$ cat config.mk
export PLATFORM = sky130hd
export DESIGN_NAME = conv_window_gen
export DESIGN_NICKNAME = d
export VERILOG_FILES = /design/src/rtl/cnn_pkg.sv /design/src/rtl/conv_line_buffer.sv /design/src/rtl/conv_window_gen.sv
export SDC_FILE = /design/constraint.sdc
export NUM_CORES = 1
export LEC_CHECK = 0
export ABC_AREA = 1
export CAP_MARGIN = 5
export CORE_MARGIN = 2
export CORE_UTILIZATION = 40
export DETAILED_ROUTE_END_ITERATION = 10
export PLACE_DENSITY = 0.65
export RECOVER_POWER = 25
export SETUP_SLACK_MARGIN = 0.05
export SLEW_MARGIN = 30
export SYNTH_ARGS = -nofsm -noshare
export SYNTH_HDL_FRONTEND = slang
export SYNTH_SLANG_ARGS = --single-unit
$ cat constraint.sdc
create_clock -name clk -period 2.2 [get_ports clk]
set_input_delay 0.44 -clock clk [delete_from_list [all_inputs] [get_ports clk]]
set_output_delay 0.44 -clock clk [all_outputs]
set_load 0.005 [all_outputs]
$ cat src/rtl/cnn_pkg.sv
// Shared definitions for the convolution datapath: default widths, window FSM
// states and the flat-window bit-offset helper used by producer and consumer.
package cnn_pkg;

    localparam int DEF_BIT_REP_IN  = 8;
    localparam int DEF_KERNEL_SIZE = 3;

    typedef enum logic {
        ST_FILL   = 1'b0,
        ST_STREAM = 1'b1
    } win_state_e;

    // Bit offset of window element (i,j); i is the row from the top, j the column from the left.
    function automatic int win_idx(input int i, input int j, input int k,
                                   input int b = DEF_BIT_REP_IN);
        return (i * k + j) * b;
    endfunction

    function automatic int cnt_w(input int n);
        return (n > 1) ? $clog2(n) : 1;
    endfunction

endpackage

$ cat src/rtl/conv_line_buffer.sv
// One image-row delay: the output is the pixel written DEPTH accepts earlier.
// Contents are never cleared; the window FSM guarantees stale entries are not used.
module conv_line_buffer
    import cnn_pkg::*;
#(
    parameter int DEPTH  = 8,
    parameter int DATA_W = DEF_BIT_REP_IN
) (
    input  logic                     clk,
    input  logic                     rst_n,
    input  logic                     en,
    input  logic signed [DATA_W-1:0] din,
    output logic signed [DATA_W-1:0] dout
);

    localparam int PW = cnt_w(DEPTH);
    localparam logic [PW-1:0] PTR_LAST = PW'(DEPTH - 1);

    logic signed [DATA_W-1:0] mem_q [DEPTH];
    logic [PW-1:0]            ptr_q;
    logic [PW-1:0]            ptr_d;

    always_comb begin
        ptr_d = ptr_q;
        if (en) begin
            ptr_d = (ptr_q == PTR_LAST) ? '0 : ptr_q + 1'b1;
        end
    end

    always_ff @(posedge clk or negedge rst_n) begin
        if (!rst_n) begin
            ptr_q <= '0;
        end else begin
            ptr_q <= ptr_d;
        end
    end

    // Read-before-write at the same slot gives exactly one row of delay.
    always_ff @(posedge clk) begin
        if (en) begin
            mem_q[ptr_q] <= din;
        end
    end

    assign dout = mem_q[ptr_q];

endmodule

$ cat src/rtl/conv_window_gen.sv
// Streaming KxK sliding-window generator: line-buffer chain, column shift
// registers, raster counters, FILL/STREAM FSM and a single output register stage.
module conv_window_gen
    import cnn_pkg::*;
#(
    parameter int KERNEL_SIZE = DEF_KERNEL_SIZE,
    parameter int BIT_REP_IN  = DEF_BIT_REP_IN,
    parameter int IMG_WIDTH   = 8,
    parameter int IMG_HEIGHT  = 8
) (
    input  logic                                           clk,
    input  logic                                           rst_n,
    input  logic                                           flush,
    input  logic                                           in_valid,
    output logic                                           in_ready,
    input  logic signed [BIT_REP_IN-1:0]                   in_pixel,
    output logic                                           win_valid,
    input  logic                                           win_ready,
    output logic [KERNEL_SIZE*KERNEL_SIZE*BIT_REP_IN-1:0]  win_data,
    output logic [cnt_w(IMG_HEIGHT)-1:0]                   win_row,
    output logic [cnt_w(IMG_WIDTH)-1:0]                    win_col,
    output logic                                           win_last
);

    localparam int K  = KERNEL_SIZE;
    localparam int B  = BIT_REP_IN;
    localparam int W  = IMG_WIDTH;
    localparam int H  = IMG_HEIGHT;
    localparam int RW = cnt_w(H);
    localparam int CW = cnt_w(W);
    localparam int DW = K * K * B;

    localparam logic [RW-1:0] ROW_LAST  = RW'(H - 1);
    localparam logic [RW-1:0] ROW_FIRST = RW'(K - 1);
    localparam logic [CW-1:0] COL_LAST  = CW'(W - 1);
    localparam logic [CW-1:0] COL_FIRST = CW'(K - 1);
    localparam win_state_e    ST_INIT   = (K == 1) ? ST_STREAM : ST_FILL;

    win_state_e            state_q, state_d;
    logic [RW-1:0]         row_q, row_d;
    logic [CW-1:0]         col_q, col_d;
    logic                  vld_q, vld_d;
    logic                  last_q, last_d;
    logic [DW-1:0]         data_q, data_d;
    logic [RW-1:0]         wrow_q, wrow_d;
    logic [CW-1:0]         wcol_q, wcol_d;
    logic                  accept;
    logic                  produce;
    logic [DW-1:0]         win_flat;

    // chain[0] is the live pixel, chain[k] the pixel from k rows above.
    logic signed [B-1:0]   chain [K];
    logic signed [B-1:0]   sr_q  [K][K];
    logic signed [B-1:0]   sr_d  [K][K];

    assign in_ready = !vld_q || win_ready;
    assign accept   = in_valid && in_ready && !flush;
    assign chain[0] = in_pixel;

    for (genvar k = 0; k < K - 1; k++) begin : g_lb
        conv_line_buffer #(
            .DEPTH  (W),
            .DATA_W (B)
        ) u_lb (
            .clk   (clk),
            .rst_n (rst_n),
            .en    (accept),
            .din   (chain[k]),
            .dout  (chain[k+1])
        );
    end

    // Shift every window row left by one column, new column enters on the right.
    always_comb begin
        for (int i = 0; i < K; i++) begin
            for (int j = 0; j < K - 1; j++) begin
                sr_d[i][j] = sr_q[i][j+1];
            end
            sr_d[i][K-1] = chain[K-1-i];
        end
    end

    always_ff @(posedge clk) begin
        if (accept) begin
            sr_q <= sr_d;
        end
    end

    always_comb begin
        win_flat = '0;
        for (int i = 0; i < K; i++) begin
            for (int j = 0; j < K; j++) begin
                win_flat[win_idx(i, j, K, B) +: B] = sr_d[i][j];
            end
        end
    end

    always_comb begin
        state_d = state_q;
        row_d   = row_q;
        col_d   = col_q;
        vld_d   = vld_q;
        last_d  = last_q;
        data_d  = data_q;
        wrow_d  = wrow_q;
        wcol_d  = wcol_q;
        produce = 1'b0;
        if (flush) begin
            state_d = ST_INIT;
            row_d   = '0;
            col_d   = '0;
            vld_d   = 1'b0;
            last_d  = 1'b0;
        end else begin
            if (vld_q && win_ready) begin
                vld_d  = 1'b0;
                last_d = 1'b0;
            end
            if (accept) begin
                produce = (state_q == ST_STREAM) && (int'(col_q) >= K - 1);
                if (col_q == COL_LAST) begin
                    col_d = '0;
                    if (row_q == ROW_LAST) begin
                        row_d   = '0;
                        state_d = ST_INIT;
                    end else begin
                        row_d = row_q + 1'b1;
                        if (row_q + 1'b1 == ROW_FIRST) begin
                            state_d = ST_STREAM;
                        end
                    end
                end else begin
                    col_d = col_q + 1'b1;
                end
                // A new window overrides the consume above, keeping win_valid high.
                if (produce) begin
                    vld_d  = 1'b1;
                    last_d = (row_q == ROW_LAST) && (col_q == COL_LAST);
                    data_d = win_flat;
                    wrow_d = row_q - ROW_FIRST;
                    wcol_d = col_q - COL_FIRST;
                end
            end
        end
    end

    always_ff @(posedge clk or negedge rst_n) begin
        if (!rst_n) begin
            state_q <= ST_INIT;
            row_q   <= '0;
            col_q   <= '0;
            vld_q   <= 1'b0;
            last_q  <= 1'b0;
            data_q  <= '0;
            wrow_q  <= '0;
            wcol_q  <= '0;
        end else begin
            state_q <= state_d;
            row_q   <= row_d;
            col_q   <= col_d;
            vld_q   <= vld_d;
            last_q  <= last_d;
            data_q  <= data_d;
            wrow_q  <= wrow_d;
            wcol_q  <= wcol_d;
        end
    end

    assign win_valid = vld_q;
    assign win_last  = last_q;
    assign win_data  = data_q;
    assign win_row   = wrow_q;
    assign win_col   = wcol_q;

endmodule
After elaboration in Yosys (flattened, before gate mapping)
Memories as Yosys holds them, arrays and structs flattened.
Index checks and enable logic that the tools add are counted.
{"block": "totals", "regBits": 141, "mem_bits_rw": 128, "input_bits": 13, "n_memories": 2}
{"memory": "g_lb[0].u_lb.mem_q", "words": 8, "width": 8, "read_ports": 1, "rd_clocked_by_memory_dff": 0, "wr": 1, "line_no": "conv_line_buffer.sv:19", "text": "logic signed [DATA_W-1:0] mem_q [DEPTH];"}
{"memory": "g_lb[1].u_lb.mem_q", "words": 8, "width": 8, "read_ports": 1, "rd_clocked_by_memory_dff": 0, "wr": 1, "line_no": "conv_line_buffer.sv:19"}
{"block": "op_classes", "addsub": 6, "n_lt_le_gt_ge": 1, "n_eq_ne": 5, "n_mux": 24, "bitwise": 1, "n_reduce_logical": 14}
{"cell": "two-way mux 3 bit", "count": 9}
{"cell": "two-way mux 1 bit", "count": 15}
{"cell": "adder 3 x 1 -> 3 bit (second input constant)", "count": 4}
{"cell": "equality test 3 bit (second input constant)", "count": 4}
{"cell": "AND reduction 3 bit", "count": 2}
{"cell": "subtractor 3 x 2 -> 3 bit (second input constant)", "count": 2}
{"cell": "logical AND 1 bit", "count": 5}
{"cell": "nonzero test 2 bit", "count": 2}
{"cell": "equality test 3 x 2 -> 1 bit (second input constant)", "count": 1}
{"cell": ">= comparator 3 x 2 -> 1 bit (second input constant)", "count": 1}
{"cell": "nonzero test 3 bit", "count": 1}
{"cell": "zero test 1 bit", "count": 2}
{"cell": "AND reduction 2 bit", "count": 1}
{"cell": "logical OR 1 bit", "count": 1}
{"cell": "inverter 1 bit", "count": 1}

Logic depth before layout (Yosys ltp)
{"block": "logic_depth", "word_depth": 7, "depth_mapped": 12}

By module
A second synthesis with hierarchy kept.
{"block": "unflattened", "hier_cells": 1018, "area_unflattened_um2": 10841.6}
{"mod": "conv_line_buffer", "instances": 2, "cells_each": 285, "area_per_inst_um2": 2950.3, "seq_area_each_um2": 1996.9}
{"mod": "conv_window_gen", "instances": 1, "cells_each": 448, "area_per_inst_um2": 4941.0, "seq_area_each_um2": 3618.5}

Worst setup path before layout
OpenSTA, ideal clock, no wires.
{"block": "synth_path", "kind": "in2reg", "start": "input win_ready", "end": "memory g_lb[0].u_lb.mem_q[5][0] (netlist name), enable pin", "setup_time_ns": 0.395, "arrival_time_ns": 1.846, "required_ns": 1.805, "slack_ns": -0.040, "path_stages": 7, "cell_sequence": "inv_2 nand2_2 nand2_2 nor2_8 inv_2 buf_2 nor4_1"}
{"block": "synth_via", "elab_chain_len": 5}
{"element": "start: declaration", "line_no": "conv_window_gen.sv:18", "text": "input logic win_ready,"}
{"element": "logical OR 1 bit", "line_no": "conv_window_gen.sv:56", "text": "assign in_ready = !vld_q || win_ready;"}
{"element": "named net in_ready", "line_no": "conv_window_gen.sv:15", "text": "output logic in_ready,"}
{"element": "logical AND 1 bit (2 in a row)", "line_no": "conv_window_gen.sv:57", "text": "assign accept = in_valid && in_ready && !flush;"}
{"element": "two-way mux 1 bit", "line_no": "conv_line_buffer.sv:40", "text": "if (en) begin"}
{"element": "two-way mux 1 bit (implied by the code)", "line_no": "conv_line_buffer.sv:41", "text": "mem_q[ptr_q] <= din;"}
{"element": "end: declaration", "line_no": "conv_line_buffer.sv:19"}
The timed path passes the listed nets, and every way through them passes these cells.

Worst setup path after layout
{"block": "layout_path", "start": "register vld_q, in the netlist win_valid", "end": "output in_ready"}
{"block": "layout_via", "elab_chain_len": 2}
{"element": "start: declaration", "line_no": "conv_window_gen.sv:42", "text": "logic vld_q, vld_d;"}
{"element": "start signal: assignment", "line_no": "conv_window_gen.sv:161", "text": "vld_q <= vld_d;"}
{"element": "zero test 1 bit", "line_no": "conv_window_gen.sv:56"}
{"element": "logical OR 1 bit", "line_no": "conv_window_gen.sv:56"}
{"element": "end: declaration", "line_no": "conv_window_gen.sv:15"}
No other way between the ends.

==> results.md <==
* DR vias/cell at 4.83
* Layout net count at roughly 1,100
* Largest net degree at the start of global routing at 55
* Largest family of logic cells by synthesized area: simple AND/OR/NAND/NOR gates
* CP arrival at 1.57 ns
* DRC Markers at 0
* Clk_lat worst skew at 0.54 ns
* Final Hold Vio Count at 0
* Register area share after synthesis at 72.1%
* Synthesis warning total at 0
* IO Port Bufs at 93
* Synth Area in Compound Gates at 1.15%
* Crit end category: output port
* Asr flop ratio synth at 34.6%
* # Max-Cap Violations at 0
* Synth Area in XOR/XNOR at 0.0830%
* I/O Pins at 94
* Reg area at 0.00761 mm^2
* Adder-Cell Fraction of Synth Area at between 1 and 1.5%
* Final Non-Filler Cells at between 1,000 and 1,500
* Psw at 5.03 mW
* Critical Path Start Type: register
* Final GP Congestion at 0.821
* Clk sink count at approximately 270
* Min cycle time layout at 2.01 ns
* Number of synthesized register bits at ~270
* Overall die width at 166 um
* Post-Place Cells at 1,386
* RSZ-0062 raised after global routing: false
* VDD IR max at 0.737 mV
* Total power at approximately 17 mW
* Worst reg2reg endpoint: g_lb[1].u_lb.mem_q[2][3]$_DFFE_PP_
* CTS root buf: clkbuf_16
* Worst-margin pin slew at 1.08 ns
* CP endpoint: in_ready
* Die area at 0.0277 mm^2
* Layout cells sized above 1 at 8.71%
* Num CTS Buffers at 27
* H-tree levels at 1
* Clock transition at path regs at 0.06 ns
* Worst EP required at roughly 1.8 ns
* Power share of the sequential group at roughly 45%
* Syn Nets at 985
* Cell area after synthesis at 0.0106 mm^2
* Setup_tns at 0 ns
* Drt total wl at 22,400 um
* Mux share of post-synthesis cell area at 0%
* Power share of the combinational group at 28.4%
* CP Class: register to output port
* Filler Cell Count at 2,285
* Reg2reg start: g_lb[0].u_lb.ptr_q[1]$_DFFE_PN0P_
* Setup bufs post-CTS at 0
* Final Cycle Share at 91.6%
* Gr usage total at ~16%
* Area of the core at 0.0260 mm^2
* Sw frac at 30.5%
* ANT cells at 0
* WL/cell at 15.6 um
* Power share of the clock group at a little over a quarter
* FP Rows at between 50 and 60
* Area grow syn2layout at 22.3%
* Leak Pwr at around 5.7 nW
* Drt pass-1 iters at 6
* Die Ht at 166 um
* Setup crit start: win_valid$_DFF_PN0_
* First-pass GRT wire length at between 30,000 and 40,000 um
* Fmax at 496 MHz
* DRT iter0 DRCs at between 600 and 700
* Starting Density at 40.6%
* Maximum clock path buffer count at 3
* Clock Skews at 0.0234 ns
* Status: finished clean
* Critical Path Fanout Max at 3
* Number of global-route vias before repair at slightly below 7,000
* Synth Area in Simple Gates at 22.1%
* Pins Over Slew Limit at 0
* Cell Pwr Density at 1280 mW/mm^2
* Relative slew slack at 28.0%
* R2R cell count at 5
* Area occupied by multi-input gates at 0.00260 mm^2
* Post-DRT Antenna Nets at 0
* Initial antenna violation count at 0
* Hold Crit Class: register to register
* Count of cell types in the netlist at 25
* Via count at just under 7,000
* Synthesized area per cell at 11.0 um^2
* DP Wirelength at 13,900 um
* Cells after synthesis at approximately 960
* Post-synth top flop: edfxtp_1
* CTS tree: built
* Grt ovf at 0
* Cell internal pwr at about 11 mW
* Setup slack, reg-to-reg at about 0.35 ns
* Final Setup Violations at 0
* Number of synthesized flops with an enable pin at 176
==> placed cells by master (no fill, tap or decap), types with 2 or more instances in the layout <==
| cell | synthesis | routed |
|---|---|---|
| ha_1 | 11 | 11 |
| nor4_1 | 14 | 14 |
| nor2_1 | 12 | 12 |
| clkbuf_16 | 0 | 28 |
| dfrtp_1 | 93 | 93 |
| nand2_1 | 534 | 534 |
| inv_1 | 14 | 14 |
| buf_12 | 0 | 6 |
| inv_6 | 0 | 2 |
| o21ai_0 | 16 | 16 |
| a21oi_1 | 3 | 3 |
| nand2_2 | 2 | 2 |
| o22ai_1 | 3 | 3 |
| buf_4 | 8 | 37 |
| clkdlybuf4s50_1 | 0 | 84 |
| clkbuf_1 | 13 | 8 |
| nor3_1 | 2 | 2 |
| dlygate4sd3_1 | 0 | 9 |
| edfxtp_1 | 176 | 176 |
| nand4_1 | 10 | 10 |
| clkbuf_8 | 0 | 4 |
| clkinv_2 | 1 | 7 |
| inv_2 | 5 | 5 |
| nand3_1 | 15 | 15 |
==> registers in the layout, summed over array words and instances (netlist names) <==
signal and count:
win_data 72, state_q 1, win_last 1, g_lb.u_lb.mem_q 128, win_col 3, row_q 3, g_lb.u_lb.ptr_q 6, win_row 3
sr_d 48, col_q 3, win_valid 1
==> timing repair <==
item,4_1_cts,5_1_grt
endpoints found under the hold margin,15,0
resized for setup,0,0
hold buffers,1,0
==> metal layers <==
| metal | wire length (um) | part of all wire, % | global-route usage [%] | vias up |
|---|---|---|---|---|
| met5 | 0 | 0 | 0 | - |
| met4 | 449 | 2.0 | 4.42 | 0 |
| met3 | 1340 | 6.0 | 2.19 | 35 |
| met2 | 10100 | 45 | 26.0 | 215 |
| met1 | 10600 | 47 | 23.8 | 3310 |
| li1 | - | - | - | 3379 |
==> worst min-delay path by stage <==
stage	end	from	slack (ns)	depth (start not counted)
3_5_place_dp	win_data[69]$_DFFE_PN0P_	rst_n	0.33	1
5_1_grt	sr_d[40]$_DFFE_PP_	sr_d[32]$_DFFE_PP_	0.46	0
4_1_cts	win_data[70]$_DFFE_PN0P_	rst_n	0.31	2
6_report	win_data[6]$_DFFE_PN0P_	sr_d[70]$_DFFE_PP_	0.44	2
2_1_floorplan	col_q[0]$_DFFE_PN0P_	rst_n	0.14	0
3_3_place_gp	win_data[69]$_DFFE_PN0P_	rst_n	0.33	1
==> final cells by class <==
class | instances | share of cell area, %
Multi-Input combinational cell | 626 | 20.1
Timing Repair Buffer | 137 | 10.3
Inverter | 20 | 0.591
Clock inverter | 11 | 0.708
Sequential cell | 269 | 59.0
Tap cell | 335 | 3.25
Clock buffer | 39 | 6.06
==> worst max-delay path: stages (launching register included) <==
cell	delay (ns)
dfrtp_1	0.41
nand2_2	0.10
clkdlybuf4s50_1	0.52
==> logic make-up after synthesis <==
group           count (synthesis)
simple gates                  591
buf+inv                        66
xor+xnor                        1
compound gates                 23
fa+ha+maj                      11
flops                         269
==> cell usage after synthesis, types with 2 or more instances <==
master | n | area, um^2
edfxtp_1 | 176 | 5290
dfrtp_1 | 93 | 2330
nand3_1 | 15 | 75.1
nor4_1 | 14 | 87.6
nor2_1 | 12 | 45.0
buf_2 | 18 | 90.1
nor3_1 | 2 | 10.0
nand2_1 | 534 | 2000
buf_4 | 8 | 60.1
nand4_1 | 10 | 62.6
clkbuf_1 | 13 | 48.8
a21oi_1 | 3 | 15.0
nand2_2 | 2 | 12.5
buf_6 | 6 | 67.6
ha_1 | 11 | 138
o21ai_0 | 16 | 80.1
inv_1 | 14 | 52.6
o22ai_1 | 3 | 18.8
inv_2 | 5 | 18.8
==> per-stage QoR <==
step / hold WS (ns) / cell area (um^2) / setup WS [ns] / utilization (%)
3_3_place_gp: 0.332 / 12000 / 0.0133 / 46.3
3_5_place_dp: 0.334 / 12000 / -0.0174 / 46.3
4_1_cts: 0.307 / 12900 / 0.156 / 49.7
5_1_grt: 0.455 / 12900 / 0.146 / 49.7
6_report: 0.438 / 12900 / 0.185 / 49.7
2_1_floorplan: 0.144 / 10600 / -0.0402 / -
==> power groups by stage <==
stage               registers (mW)  clock network [mW]  logic [mW]
global placement              7.44                   0        4.61
CTS                           7.36                4.55        4.73
finish                        7.34                4.47        4.69
floorplan                     7.38                   0        2.14
detailed placement            7.45                   0        4.71
global route                  7.48                4.74        5.22
Note: power is estimated with default switching activity, not from simulation.
